===== src/rtl/scan_chain_master.sv =====
// EXTEST boundary-scan initiator: shifts one pattern into the chain, pulses Update
// then Capture, and unloads the captured pin values into a parallel response word.
module scan_chain_master #(
    parameter int CHAIN_LEN = 8,
    parameter int CNT_W     = $clog2(CHAIN_LEN + 1)
) (
    input  logic                 CLK,
    input  logic                 Rst,
    input  logic                 start,
    input  logic [CHAIN_LEN-1:0] pattern,
    output logic                 busy,
    output logic                 done,
    output logic [CHAIN_LEN-1:0] response,
    output logic                 SI,
    input  logic                 SO,
    output logic                 Shift,
    output logic                 CaptureEn,
    output logic                 UpdateEn
);

    typedef enum logic [2:0] {
        S_IDLE,
        S_SHIFT,
        S_UPDATE,
        S_CAPTURE,
        S_UNLOAD,
        S_DONE
    } state_t;

    localparam logic [CNT_W-1:0] LAST = CNT_W'(CHAIN_LEN - 1);

    state_t               state_q, state_d;
    logic [CNT_W-1:0]     cnt_q, cnt_d;
    logic [CHAIN_LEN-1:0] pat_q, pat_d;
    logic [CHAIN_LEN-1:0] resp_q, resp_d;
    logic [CHAIN_LEN-1:0] bitMask;
    logic [CHAIN_LEN-1:0] patShifted;
    logic                 busy_q, busy_d;
    logic                 done_q, done_d;
    logic                 si_q, si_d;
    logic                 shift_q, shift_d;
    logic                 capture_q, capture_d;
    logic                 update_q, update_d;

    always_ff @(posedge CLK or posedge Rst) begin
        if (Rst) begin
            state_q   <= S_IDLE;
            cnt_q     <= '0;
            pat_q     <= '0;
            resp_q    <= '0;
            busy_q    <= 1'b0;
            done_q    <= 1'b0;
            si_q      <= 1'b0;
            shift_q   <= 1'b0;
            capture_q <= 1'b0;
            update_q  <= 1'b0;
        end else begin
            state_q   <= state_d;
            cnt_q     <= cnt_d;
            pat_q     <= pat_d;
            resp_q    <= resp_d;
            busy_q    <= busy_d;
            done_q    <= done_d;
            si_q      <= si_d;
            shift_q   <= shift_d;
            capture_q <= capture_d;
            update_q  <= update_d;
        end
    end

    // Outputs are registered from the next state, so each one lines up with the
    // cycle the FSM actually occupies without any combinational path to a pin.
    always_comb begin
        state_d    = state_q;
        cnt_d      = cnt_q;
        pat_d      = pat_q;
        resp_d     = resp_q;
        bitMask    = {{(CHAIN_LEN-1){1'b0}}, 1'b1} << cnt_q;

        case (state_q)
            S_IDLE: begin
                if (start) begin
                    pat_d   = pattern;
                    cnt_d   = '0;
                    state_d = S_SHIFT;
                end
            end
            S_SHIFT: begin
                if (cnt_q == LAST) begin
                    cnt_d   = '0;
                    state_d = S_UPDATE;
                end else begin
                    cnt_d = cnt_q + CNT_W'(1);
                end
            end
            S_UPDATE:  state_d = S_CAPTURE;
            S_CAPTURE: state_d = S_UNLOAD;
            S_UNLOAD: begin
                resp_d = SO ? (resp_q | bitMask) : (resp_q & ~bitMask);
                if (cnt_q == LAST) begin
                    cnt_d   = '0;
                    state_d = S_DONE;
                end else begin
                    cnt_d = cnt_q + CNT_W'(1);
                end
            end
            S_DONE:  state_d = S_IDLE;
            default: state_d = S_IDLE;
        endcase

        patShifted = pat_d >> cnt_d;
        busy_d     = (state_d != S_IDLE);
        done_d     = (state_d == S_DONE);
        shift_d    = (state_d == S_SHIFT) || (state_d == S_UNLOAD);
        si_d       = (state_d == S_SHIFT) && patShifted[0];
        update_d   = (state_d == S_UPDATE);
        capture_d  = (state_d == S_CAPTURE);
    end

    assign busy      = busy_q;
    assign done      = done_q;
    assign response  = resp_q;
    assign SI        = si_q;
    assign Shift     = shift_q;
    assign CaptureEn = capture_q;
    assign UpdateEn  = update_q;

endmodule

===== config.mk =====
export PLATFORM = sky130hd
export DESIGN_NAME = scan_chain_master
export DESIGN_NICKNAME = d
export VERILOG_FILES = /design/src/rtl/scan_chain_master.sv
export SDC_FILE = /design/constraint.sdc
export NUM_CORES = 1
export LEC_CHECK = 0
export BUFFER_PORTS_ARGS = -buffer_cell sky130_fd_sc_hd__buf_2
export CORE_ASPECT_RATIO = 2
export CORE_UTILIZATION = 55
export DETAILED_ROUTE_END_ITERATION = 8
export PLACE_DENSITY = 0.79
export SYNTH_ARGS = -nofsm -noshare
export SYNTH_HDL_FRONTEND = slang
export SYNTH_SLANG_ARGS = --single-unit

===== constraint.sdc =====
create_clock -name CLK -period 4.95 [get_ports CLK]
set_clock_uncertainty 0.1 [all_clocks]
set_input_delay 0.99 -clock CLK [delete_from_list [all_inputs] [get_ports CLK]]
set_output_delay 0.99 -clock CLK [all_outputs]
set_load 0.01 [all_outputs]

After elaboration in Yosys (flattened, before gate mapping)
Index checks and enable logic that the tools add are counted.
{ "classes": {"muxes": 10, "eq_ne": 10, "n_bitwise": 3, "n_shift": 2, "n_reduce_logical": 5, "addsub": 1} }
{ "ops": {"columns": ["op", "n"], "rows": [
  ["2-to-1 mux 8 bit", 3],
  ["one-hot mux 3 bit (5 select lines)", 1],
  ["== test 3 x 2 -> 1 bit, second input constant", 4],
  ["== test 3 bit, second input constant", 3],
  ["2-to-1 mux 3 bit", 3],
  ["AND 8 bit", 1],
  ["2-to-1 mux 4 bit", 2],
  ["NOT 8 bit", 1],
  ["bitwise OR 8 bit", 1],
  ["one-hot mux 4 bit (2 select lines)", 1],
  ["left shift 1 x 4 -> 8 bit, first input constant", 1],
  [">> shifter 8 x 4 -> 1 bit", 1],
  ["== test 3 x 1 -> 1 bit, second input constant", 2],
  ["adder 4 x 1 -> 4 bit, second input constant", 1],
  ["== test 4 x 3 -> 1 bit, second input constant", 1],
  ["logical NOT 3 bit", 1],
  ["nonzero test 3 bit", 1],
  ["OR reduction 2 bit", 1],
  ["logical AND 1 bit", 1],
  ["logical OR 1 bit", 1]
]} }
{ "word_totals": {"elab_cells": 41, "regBits": 29, "output_inout_bits": 14, "in_bits": 12} }

Depth between registers and ports, before layout
Gate-level depths: netlist of the first run.
{ "depth": {"word_depth": 5, "ltp_mapped": 8, "mapped_depth_nobuf": 8} }

Worst setup path before layout of the first run
OpenSTA, ideal clock, no wires.
{ "synth_timing": {"path_type": "input -> register", "from": "input port start", "to": "register si_q, in the netlist SI", "n_path_buf": 1, "path_stages": 6, "required_time_ns": 4.726, "setup_slack_ns": 2.658, "setup_time_ns": 0.124, "arrival_time_ns": 2.068, "path_cell_list": "o31ai_2 > a32o_1 > buf_6 > mux2i_1 > o22ai_1 > o31a_1"} }
{ "synth_via": {"elab_chain_len": 4, "word_cells_on_any_way": 9, "cone_classes": "eq/ne (1); shift (1); mux (6); reduce/logical (1)"} }
{ "synth_lines": {"columns": ["element", "line_no", "rtl"], "rows": [
  ["from (decl)", "9", "input logic start,"],
  ["2-to-1 mux 4 bit", "82", "if (start) begin"],
  ["one-hot mux 4 bit (2 select lines)", "80", "case (state_q)"],
  ["named net cnt_d[1]", "33", "logic [CNT_W-1:0] cnt_q, cnt_d;"],
  [">> shifter 8 x 4 -> 1 bit", "111", "patShifted = pat_d >> cnt_d;"],
  ["logical AND 1 bit", "115", "si_d = (state_d == S_SHIFT) && patShifted[0];"],
  ["named net si_d", "40", "logic si_q, si_d;"],
  ["to (signal assigned)", "64", "si_q <= si_d;"],
  ["to (decl)", "40", null]
]} }
The timed path passes the listed nets, and every way through them passes these cells.
A chain may end at the register's enable or synchronous reset.

Final worst setup path of the first run
{ "layout_timing": {"from": "input port start", "to": "register si_q, in the netlist SI"} }
{ "layout_via": {"elab_chain_len": 4, "word_cells_on_any_way": 9, "cone_classes": "eq/ne (1); shift (1); mux (6); reduce/logical (1)"} }
{ "layout_lines": {"columns": ["element", "line_no"], "rows": [
  ["2-to-1 mux 4 bit, or another cell as far along", "82"],
  ["one-hot mux 4 bit (2 select lines), or another cell as far along", "80"],
  [">> shifter 8 x 4 -> 1 bit or == test 3 x 1 -> 1 bit (tied branches)", "111, 115"],
  ["logical AND 1 bit (*)", "115"],
  ["named net si_d", "40"]
]} }
Mark *: on every way through the listed nets, which the timed path passes. The rest lies on a longest branch.

==> results of run 1 <==
power groups by stage:
| stage | combinational (mW) | sequential, mW | clock (mW) |
|---|---|---|---|
| after CTS | 0.391 | 0.396 | 0.215 |
| after global routing | 0.432 | 0.409 | 0.227 |
| after global placement | 0.367 | 0.397 | 0 |
| after detailed placement | 0.388 | 0.401 | 0 |
| final | 0.388 | 0.396 | 0.211 |
| after floorplan | 0.340 | 0.375 | 0 |
how the worst max path moves through the flow:
stage | startpoint | end | depth (start not counted)
2_1_floorplan | start | SI | 6
3_3_place_gp | start | SI | 6
3_5_place_dp | start | SI | 6
4_1_cts | start | SI | 6
5_1_grt | start | SI | 6
6_report | start | SI | 6
metal layers:
metal | routed length [µm] | track usage [%] | vias up
li1 | - | - | 476
met1 | 868 | 22.0 | 481
met2 | 1600 | 42.2 | 27
met3 | 97 | 8.06 | 5
met4 | 61 | 12.7 | 0
met5 | 0 | 0 | -
cells in the final DEF, fill, tap and decap left out, drive strengths merged, types with 2 or more instances in the layout:
master  count
dfrtp      29
o21ai       6
xor2        2
o31ai       3
a21oi       2
nand2      15
nand3       2
buf        25
clkbuf      7
inv         8
mux2i       6
nor3b       2
nor2        4
ha          6
nor2b       2
mux2       15
nor3        4
area by class of cell:
cell class                      instances  area [µm²]  area share (%)
Inverter                                8        30.0            1.82
Clock buffer                            7        96.3            5.85
Sequential cell                        29         726            44.0
Multi-Input combinational cell         81         632            38.3
Clock inverter                          1        5.00           0.304
Tap cell                               27        33.8            2.05
Timing Repair Buffer                   25         125            7.59
cell families (layout without fill, tap and decap cells):
family / Yosys count / in the layout / synth area share (%)
AND/OR/NAND/NOR: 35 / 35 / 12.6
flip-flops: 29 / 29 / 50.7
multiplexers: 21 / 21 / 16.0
AO/OA/AOI/OAI: 17 / 17 / 9.10
buffers and inverters: 13 / 41 / 5.07
adder cells (fa/ha/maj): 6 / 6 / 5.25
XOR/XNOR: 2 / 2 / 1.23
worst max-delay path, cell delays in order:
cell and delay, ns:
buf_2 0.13, o31ai_2 0.29, a32o_1 0.35, mux2i_1 0.24, o22ai_1 0.10, o31a_1 0.30
per-stage QoR:
| stage | cell area [µm²] | utilization (%) | setup slack, ns | power [mW] | instances |
|---|---|---|---|---|---|
| 2_1_floorplan | 1430 | - | 2.66 | 0.716 | 123 |
| 3_3_place_gp | 1550 | 64.2 | 2.42 | 0.764 | 170 |
| 3_5_place_dp | 1550 | 64.2 | 2.32 | 0.788 | 170 |
| 4_1_cts | 1650 | 68.4 | 2.63 | 1.00 | 178 |
| 5_1_grt | 1650 | 68.4 | 2.54 | 1.07 | 178 |
| 6_report | 1650 | 68.4 | 2.62 | 0.995 | 178 |
cells in the mapped netlist:
library cell	number	area share, %
nand4_1	1	0.44
nand3b_4	1	1.4
nor2b_1	2	0.87
nor3b_1	2	1.0
o211a_1	1	0.70
and2_1	1	0.44
o31ai_2	1	0.87
nor4_1	1	0.44
nand2_1	15	3.9
dfrtp_1	29	51
a32o_1	1	0.70
inv_1	8	2.1
mux2_2	15	12
clkbuf_1	1	0.26
a21boi_0	1	0.53
a2bb2oi_1	1	0.61
buf_2	1	0.35
a21oi_4	1	1.1
xor2_1	2	1.2
o31a_1	1	0.61
nor2_1	4	1.0
nand3_1	2	0.70
o31ai_1	2	1.0
or3_1	1	0.44
o21ai_0	6	2.1
buf_6	3	2.4
o22ai_1	1	0.44
nor3_1	4	1.4
or2_1	1	0.44
a21oi_1	1	0.35
ha_1	6	5.2
mux2i_1	6	4.2
==> summary.md, run 1 <==
| Metric | Value |
|---|---|
| Status | `complete, no violations` |
| Hold Path Class | `register to register` |
| DR vias | `about 1,000` |
| R2R Path Start | `state_q[0]` |
| Final Max Slew Viols | `0` |
| Area grow syn2layout | `15.2%` |
| Leak | `0.812 nW` |
| Worst hold slack | `0.403 ns` |
| Peak VDD IR | `0.363 mV` |
| Port Buffers | `25` |
| Flop pwr share | `39.8%` |
| Insertion delay to the later sink of the worst-skew pair | `0.28 ns` |
| # fillers | `around 190` |
| Comb pwr share | `about 39%` |
| Drt pass-1 iters | `4` |
| Cell count after synthesis | `123` |
| Largest net degree at the start of global routing | `30` |
| Antenna violations before repair | `0` |
| TritonCTS Sinks | `29` |
| TritonCTS Buffers | `5` |
| Final setup viols | `0` |
| Die ar. | `between 2000 and 3000 µm²` |
| Io pins | `26` |
| GRT Overall Usage | `23.6%` |
| Cell Int Power | `0.634 mW` |
| Vias in the first global route | `1,004` |
| Synth Register Bits | `29` |
| Die height | `74.1 µm` |
| Remaining DRCs | `0` |
| Clock Path Buffers | `2` |
| Worst EP arrival | `2.40 ns` |
| # diodes | `0` |
| Avg Cell Area, Syn | `11.6 µm²` |
| Crit Path Max Fanout | `5` |
| Reg2Reg Setup Slack | `2.81 ns` |
| Cell variety after synth | `32` |
| CORE AREA | `roughly 2400 µm²` |
| Synthesized cell area | `1430 µm²` |
| Die outline width | `between 30 and 40 µm` |
| R2R Path End | `SI` |
| Hold Fails Final Rpt | `0` |
| Least-Margin Pin Slew | `1.05 ns` |
| Final worst-path cycle share | `47.1%` |
| Fraction of layout cells with a size suffix above 1 | `33.8%` |
| Initial DRC Count | `23` |
| Syn nets | `~140` |
| Achievable frequency | `429 MHz` |
| Setup TNS | `0 ns` |
| CP required | `5.02 ns` |
| Wirelength per Cell | `14.8 µm` |
| Max-cap violation count | `0` |
| FP Rows | `25` |
| R2R cell count | `5` |
| First-pass GRT wire length | `4430 µm` |
| PostCTS Resize Cnt | `0` |
| Post-DP HPWL | `2060 µm` |
| Ys Warns | `0` |
| GP Congestion | `roughly 0.85` |
| H-Tree Depth | `2` |
| Net Sw Frac | `36.3%` |
| Clock slew at reported path FFs | `0.06 ns` |
| Routed Antenna Nets | `0` |
| Setup CP Type | `input port to register` |
| Clk network pwr share | `21.2%` |
| Clock root buffer | `clkbuf_8` |
| Overflow after GRT | `0` |
| Minimum clock period | `about 2.3 ns` |
| Post-CTS setup buffers | `0` |
| Initial core utilization | `59.4%` |
| Crit path launch type | `input port` |
| TritonCTS clock tree | `done` |
| CP Capture Type | `register` |
| Slew margin rel. | `29.8%` |
| Post-layout nets | `168` |
| Hold_buf cts | `0` |
| Sequential element share of the synthesized area | `about half` |
| RSZ-0062 raised after global routing | `no` |
| Pwr/cell area | `604 nW/µm²` |
| Final WL | `between 2000 and 3000 µm` |
| Vias per std cell | `around 5.6` |
| P_sw | `0.361 mW` |
| Worst Hold Path Cells | `1` |
(Power assumes the default switching activity.)
==> inputs of run 2 (changes only) <==
Settings changed: CORE_UTILIZATION 55 to 49, PLACE_DENSITY 0.79 to 0.74.
Clock period 4.95 ns to 1.95 ns, I/O delays scaled along.
==> summary.md, run 2 (synthesis gave the netlist of run 1 again) <==
| Metric | Value |
|---|---|
| Final Cell Area | `1750 µm² (+6.0%)` |
| Remaining DRCs | `0 (unchanged)` |
| Crit Path Max Fanout | `5 (unchanged)` |
| Status | `complete, no violations` |
| Post-layout nets | `179 (+6.5%)` |
| TritonCTS Sinks | `29 (unchanged)` |
| Fraction of layout cells with a size suffix above 1 | `41.6% (+7.8 points)` |
| Drt pass-1 iters | `4 (unchanged)` |
| Clock Path Buffers | `2 (unchanged)` |
| DR vias | `1,035 (+4.7%)` |
| Placed Cells | `183 (+7.6%)` |
| Setup CP Type | `register to register` |
| Final Max Slew Viols | `0 (unchanged)` |
| Setup TNS | `0 ns (unchanged)` |
| TritonCTS clock tree | `done` |
| Post-layout worst setup margin | `0.0783 ns (-2.54 ns)` |
| Overflow after GRT | `0 (unchanged)` |
| Worst EP arrival | `1.94 ns (-0.46 ns)` |
| First-pass GRT wire length | `4510 µm (+1.9%)` |
| CORE AREA | `2770 µm² (+15%)` |
| Io pins | `26 (unchanged)` |
| Die height | `78.4 µm (+5.8%)` |
| Slew margin rel. | `73.8% (+44 points)` |
| Post-layout util | `63.1% (-5.4 points)` |
| Max-cap violation count | `0 (unchanged)` |
| Die ar. | `3150 µm² (+12%)` |
| Achievable frequency | `534 MHz` |
| Initial core utilization | `51.6% (-7.8 points)` |
| Routed Antenna Nets | `0 (unchanged)` |
| Vias in the first global route | `1,113 (+11%)` |
| Clock slew at reported path FFs | `0.06 ns (about the same)` |
| Initial DRC Count | `34 (+48%)` |
| DP Area | `1630 µm² (+5.5%)` |
| Crit path launch type | `register` |
| # diodes | `0 (unchanged)` |
| Power Total | `2.65 mW (+170%)` |
| Minimum clock period | `1.87 ns` |
| RSZ-0062 raised after global routing | `no` |
| Final WL | `2730 µm (+3.9%)` |
| H-Tree Depth | `2 (unchanged)` |
| Die outline width | `40.2 µm (+5.6%)` |
| FP Rows | `27 (+8.0%)` |
| Wirelength per Cell | `14.4 µm (-2.6%)` |
| Largest net degree at the start of global routing | `30 (unchanged)` |
| Peak VDD IR | `0.953 mV (+160%)` |
| CP Capture Type | `register` |
| Antenna violations before repair | `0 (unchanged)` |
| Highest-count cells in the layout ignoring fill and taps | `28 x dfrtp_1, 25 x buf_2, 15 x nand2_1, 15 x mux2_2, 11 x buf_4` |
| Port Buffers | `25 (unchanged)` |
| Hold Path Class | `input port to async pin` |
| Vias per std cell | `5.45 (-2.0%)` |
| CP required | `2.02 ns (-3.00 ns)` |
| Worst hold slack | `0.0620 ns (-0.341 ns)` |
| Final setup viols | `0 (unchanged)` |
| GRT Overall Usage | `21.1% (-2.5 points)` |
| Insertion delay to the later sink of the worst-skew pair | `0.28 ns (about the same)` |
| TritonCTS Buffers | `5 (unchanged)` |
| Hold Fails Final Rpt | `0 (unchanged)` |
| Leak | `0.864 nW (+6.5%)` |
| Pwr/cell area | `1520 nW/µm² (+150%)` |
| GP Congestion | `0.821 (-3.1%)` |
| Non-Filler Instances | `190 (+6.7%)` |
| Commonest non-fill, non-tap cell in the layout | `dfrtp_1` |
| Clock root buffer | `clkbuf_8` |
| Final worst-path cycle share | `96.0%` |
| Post-DP HPWL | `2090 µm (+1.7%)` |
| Hold_buf cts | `0 (unchanged)` |
| Least-Margin Pin Slew | `0.389 ns (-0.663 ns)` |
| Area grow syn2layout | `22.1%` |
| Place WS | `-0.0122 ns (-2.34 ns)` |
run 2: cell count changes in the layout (fill, tap and decap cells not counted), sizes merged:
cell	delta
buf	+11
clkinv	-1
run 2: worst paths after layout:
check                                start  slack [ns]  cells after the start         end
worst max-delay path            state_q[2]        0.08                      6          SI
worst max register to register  state_q[2]        0.08                      6          SI
min in group CLK                pattern[1]        0.24                      2    pat_q[1]
worst min-delay path                   Rst        0.06                      3   async pin
worst min register to register    register        0.40                      1    register
max in group asynchronous              Rst        1.39                      3  state_q[0]
run 2: where the power goes:
part           internal (mW)  switching [mW]
logic                  0.614           0.580
clock network          0.279           0.212
registers              0.811           0.157
total                   1.70           0.950
run 2: per-layer routing:
| layer | part of all wire [%] | GRT usage, % | vias to the layer above |
|---|---|---|---|
| met2 | 60 | 37.3 | 27 |
| li1 | - | - | 495 |
| met1 | 34 | 18.1 | 506 |
| met3 | 3.1 | 7.91 | 7 |
| met5 | 0 | 0 | - |
| met4 | 2.3 | 11.7 | 0 |
run 2: cell type report:
| cell class | count | area, µm² |
|---|---|---|
| Fill cell | 234 | 1020 |
| Sequential cell | 29 | 727 |
| Multi-Input combinational cell | 81 | 659 |
| Timing Repair Buffer | 36 | 208 |
| Clock buffer | 7 | 86.3 |
| Tap cell | 29 | 36.3 |
| Inverter | 8 | 30.0 |
run 2: timing repair:
action	4_1_cts	5_1_grt
resized for setup	1	6
pin swaps	0	0
endpoints found under the setup margin	1	7
cloned	0	0
setup buffers	0	0
run 2: worst max-delay path, stage by stage (launching register included):
cell and delay [ns]:
dfrtp_1 0.48, a21oi_4 0.20, o31ai_2 0.09, buf_4 0.15, a21boi_0 0.34, nor3_1 0.11, o31a_1 0.29
==> inputs of run 3 (changes only) <==
Settings changed: CORE_UTILIZATION 49 to 40, PLACE_DENSITY 0.74 to unset, PLACE_DENSITY_LB_ADDON set to 0.05.
==> summary.md, run 3 (synthesis gave the netlist of run 1 again) <==
| Metric | Value |
|---|---|
| Status | `complete, no violations` |
| Routed Antenna Nets | `0 (unchanged)` |
| Max-cap violation count | `0 (unchanged)` |
| Leak | `0.871 nW (+0.77%)` |
| Final Cell Area | `1780 µm² (+1.9%)` |
| Final Max Slew Viols | `0 (unchanged)` |
| DR vias | `1,035 (unchanged)` |
| Final WL | `2690 µm (-1.5%)` |
| Clock slew at reported path FFs | `0.06 ns (about the same)` |
| First-pass GRT wire length | `4320 µm (-4.3%)` |
| Die height | `86.6 µm (+10%)` |
| GP Congestion | `0.817 (-0.54%)` |
| DP Area | `1670 µm² (+2.4%)` |
| Slowest cell on the critical path | `dfrtp_1` |
| Insertion delay to the later sink of the worst-skew pair | `0.27 ns (about the same)` |
| Die ar. | `3830 µm² (+22%)` |
| Overflow after GRT | `0 (unchanged)` |
| TritonCTS Sinks | `29 (unchanged)` |
| Port Buffers | `25 (unchanged)` |
| Slew margin rel. | `69.4% (-4.4 points)` |
| Area grow syn2layout | `24.4%` |
| R2R Path Start | `cnt_q[0]` |
| Worst EP arrival | `1.93 ns (about the same)` |
| CORE AREA | `3420 µm² (+23%)` |
| Wirelength per Cell | `12.7 µm (-11%)` |
| Reg2Reg Setup Slack | `0.08 ns (about the same)` |
| Commonest non-fill, non-tap cell in the layout | `dfrtp_1` |
| Crit Path Max Fanout | `5 (unchanged)` |
| Placed Cells | `204 (+11%)` |
| Peak VDD IR | `0.890 mV (-6.6%)` |
| Fraction of layout cells with a size suffix above 1 | `42.3% (+0.72 points)` |
| Remaining DRCs | `0 (unchanged)` |
| # fillers | `331 (+41%)` |
| Minimum clock period | `1.87 ns (-0.00361 ns)` |
| RSZ-0062 raised after global routing | `yes` |
| Setup CP Type | `register to register` |
| Io pins | `26 (unchanged)` |
| Multi-input combinational cell area | `652 µm² (-1.1%)` |
| TritonCTS Buffers | `5 (unchanged)` |
| Post-DP HPWL | `2120 µm (+1.3%)` |
| Pwr/cell area | `1490 nW/µm² (-1.7%)` |
| Crit-path leading delay family | `compound AO/OA/AOI/OAI gates` |
| # diodes | `0 (unchanged)` |
| FP Rows | `30 (+11%)` |
| Least-Margin Pin Slew | `0.455 ns (+0.0659 ns)` |
| Place WS | `-0.0231 ns (-0.0110 ns)` |
| GRT Overall Usage | `16.2% (-5.0 points)` |
| Initial DRC Count | `7 (-79%)` |
| Initial core utilization | `41.9% (-9.8 points)` |
| Achievable frequency | `535 MHz (+0.19%)` |
| R2R Path End | `SI` |
| Power Total | `2.66 mW (+0.13%)` |
| Largest net degree at the start of global routing | `30 (unchanged)` |
| Vias per std cell | `4.91 (-10%)` |
| Crit path buffers/inverters | `1 (unchanged)` |
| CP Capture Type | `register` |
| Hold Path Class | `input port to async pin` |
| Antenna violations before repair | `0 (unchanged)` |
| TritonCTS clock tree | `done` |
| Final setup viols | `0 (unchanged)` |
| Register area | `728 µm² (+0.17%)` |
| Post-layout nets | `181 (+1.1%)` |
| R2R cell count | `6 (unchanged)` |
| H-Tree Depth | `2 (unchanged)` |
| Die outline width | `44.3 µm (+10%)` |
| CP Cell Sequence | `inv_1, ha_1, a32o_2, mux2i_1, o22ai_1, o31a_1` |
| Post-CTS setup buffers | `0 (unchanged)` |
| Final worst-path cycle share | `95.8% (-0.19 points)` |
| Vias in the first global route | `980 (-12%)` |
| Hold Fails Final Rpt | `0 (unchanged)` |
| Highest-count cells in the layout ignoring fill and taps | `27 x dfrtp_1, 25 x buf_2, 15 x nand2_1, 15 x mux2_2, 13 x buf_4` |
| Crit path launch type | `register` |
| CP peak stage delay | `0.40 ns (-0.08 ns)` |
| Non-Filler Instances | `211 (+11%)` |
| Drt pass-1 iters | `4 (unchanged)` |
| Post-layout worst setup margin | `0.0819 ns (+0.00361 ns)` |
| Clock root buffer | `clkbuf_8` |
| Clock Path Buffers | `2 (unchanged)` |
| CP required | `2.01 ns (about the same)` |
## run 3: changes by cell type in the layout (fill, tap and decap cells not counted)
| cell | previous run | this run |
|---|---|---|
| buf_4 | 11 | 13 |
| dfrtp_1 | 28 | 27 |
| dfrtp_2 | 1 | 2 |
| xor2_1 | 1 | 2 |
| xor2_2 | 1 | 0 |
## run 3: final cells by class
cell class,count,area share [%]
Sequential cell,29,40.9
Clock buffer,7,4.85
Timing Repair Buffer,38,12.5
Inverter,8,1.69
Tap cell,48,3.38
Multi-Input combinational cell,81,36.6
## run 3: how the worst max path moves through the flow
stage / start / endpoint / cells past startpoint
6_report: cnt_q[0] / SI / 6
5_1_grt: state_q[0] / SI / 5
4_1_cts: state_q[0] / SI / 5
3_5_place_dp: state_q[0] / SI / 5
3_3_place_gp: cnt_q[0] / SI / 7
2_1_floorplan: cnt_q[0] / SI / 7
## run 3: timing repair
| action | 4_1_cts | 5_1_grt |
|---|---|---|
| endpoints found under the setup margin | 1 | 6 |
| pin swaps | 0 | 1 |
| resized for setup | 2 | 5 |
| hold buffers | 0 | 0 |
## run 3: stage by stage
step | utilization [%] | setup TNS (ns) | hold WS, ns
2_1_floorplan | - | 0 | 0.368
3_3_place_gp | 48.9 | 0 | 0.371
3_5_place_dp | 48.9 | -0.0231 | 0.378
4_1_cts | 51.5 | 0 | 0.0795
5_1_grt | 52.1 | -0.0117 | 0.122
6_report | 52.1 | 0 | 0.0730
## run 3: power by group
group	switching, mW	total [mW]	internal (mW)
logic	0.587	1.22	0.636
registers	0.144	0.955	0.812
clock network	0.199	0.478	0.279
total	0.930	2.66	1.73
## run 3: tightest hold or removal path, stage by stage
cell	delay [ns]
buf_2	0.09
inv_1	0.04
buf_4	0.33
## run 3: layer usage
metal / vias up / wire [µm] / GRT usage [%]
met5: - / 0 / 0
met4: 0 / 105 / 10.7
met3: 8 / 74 / 4.38
met2: 22 / 1570 / 29.9
met1: 501 / 934 / 13.9
li1: 504 / - / -
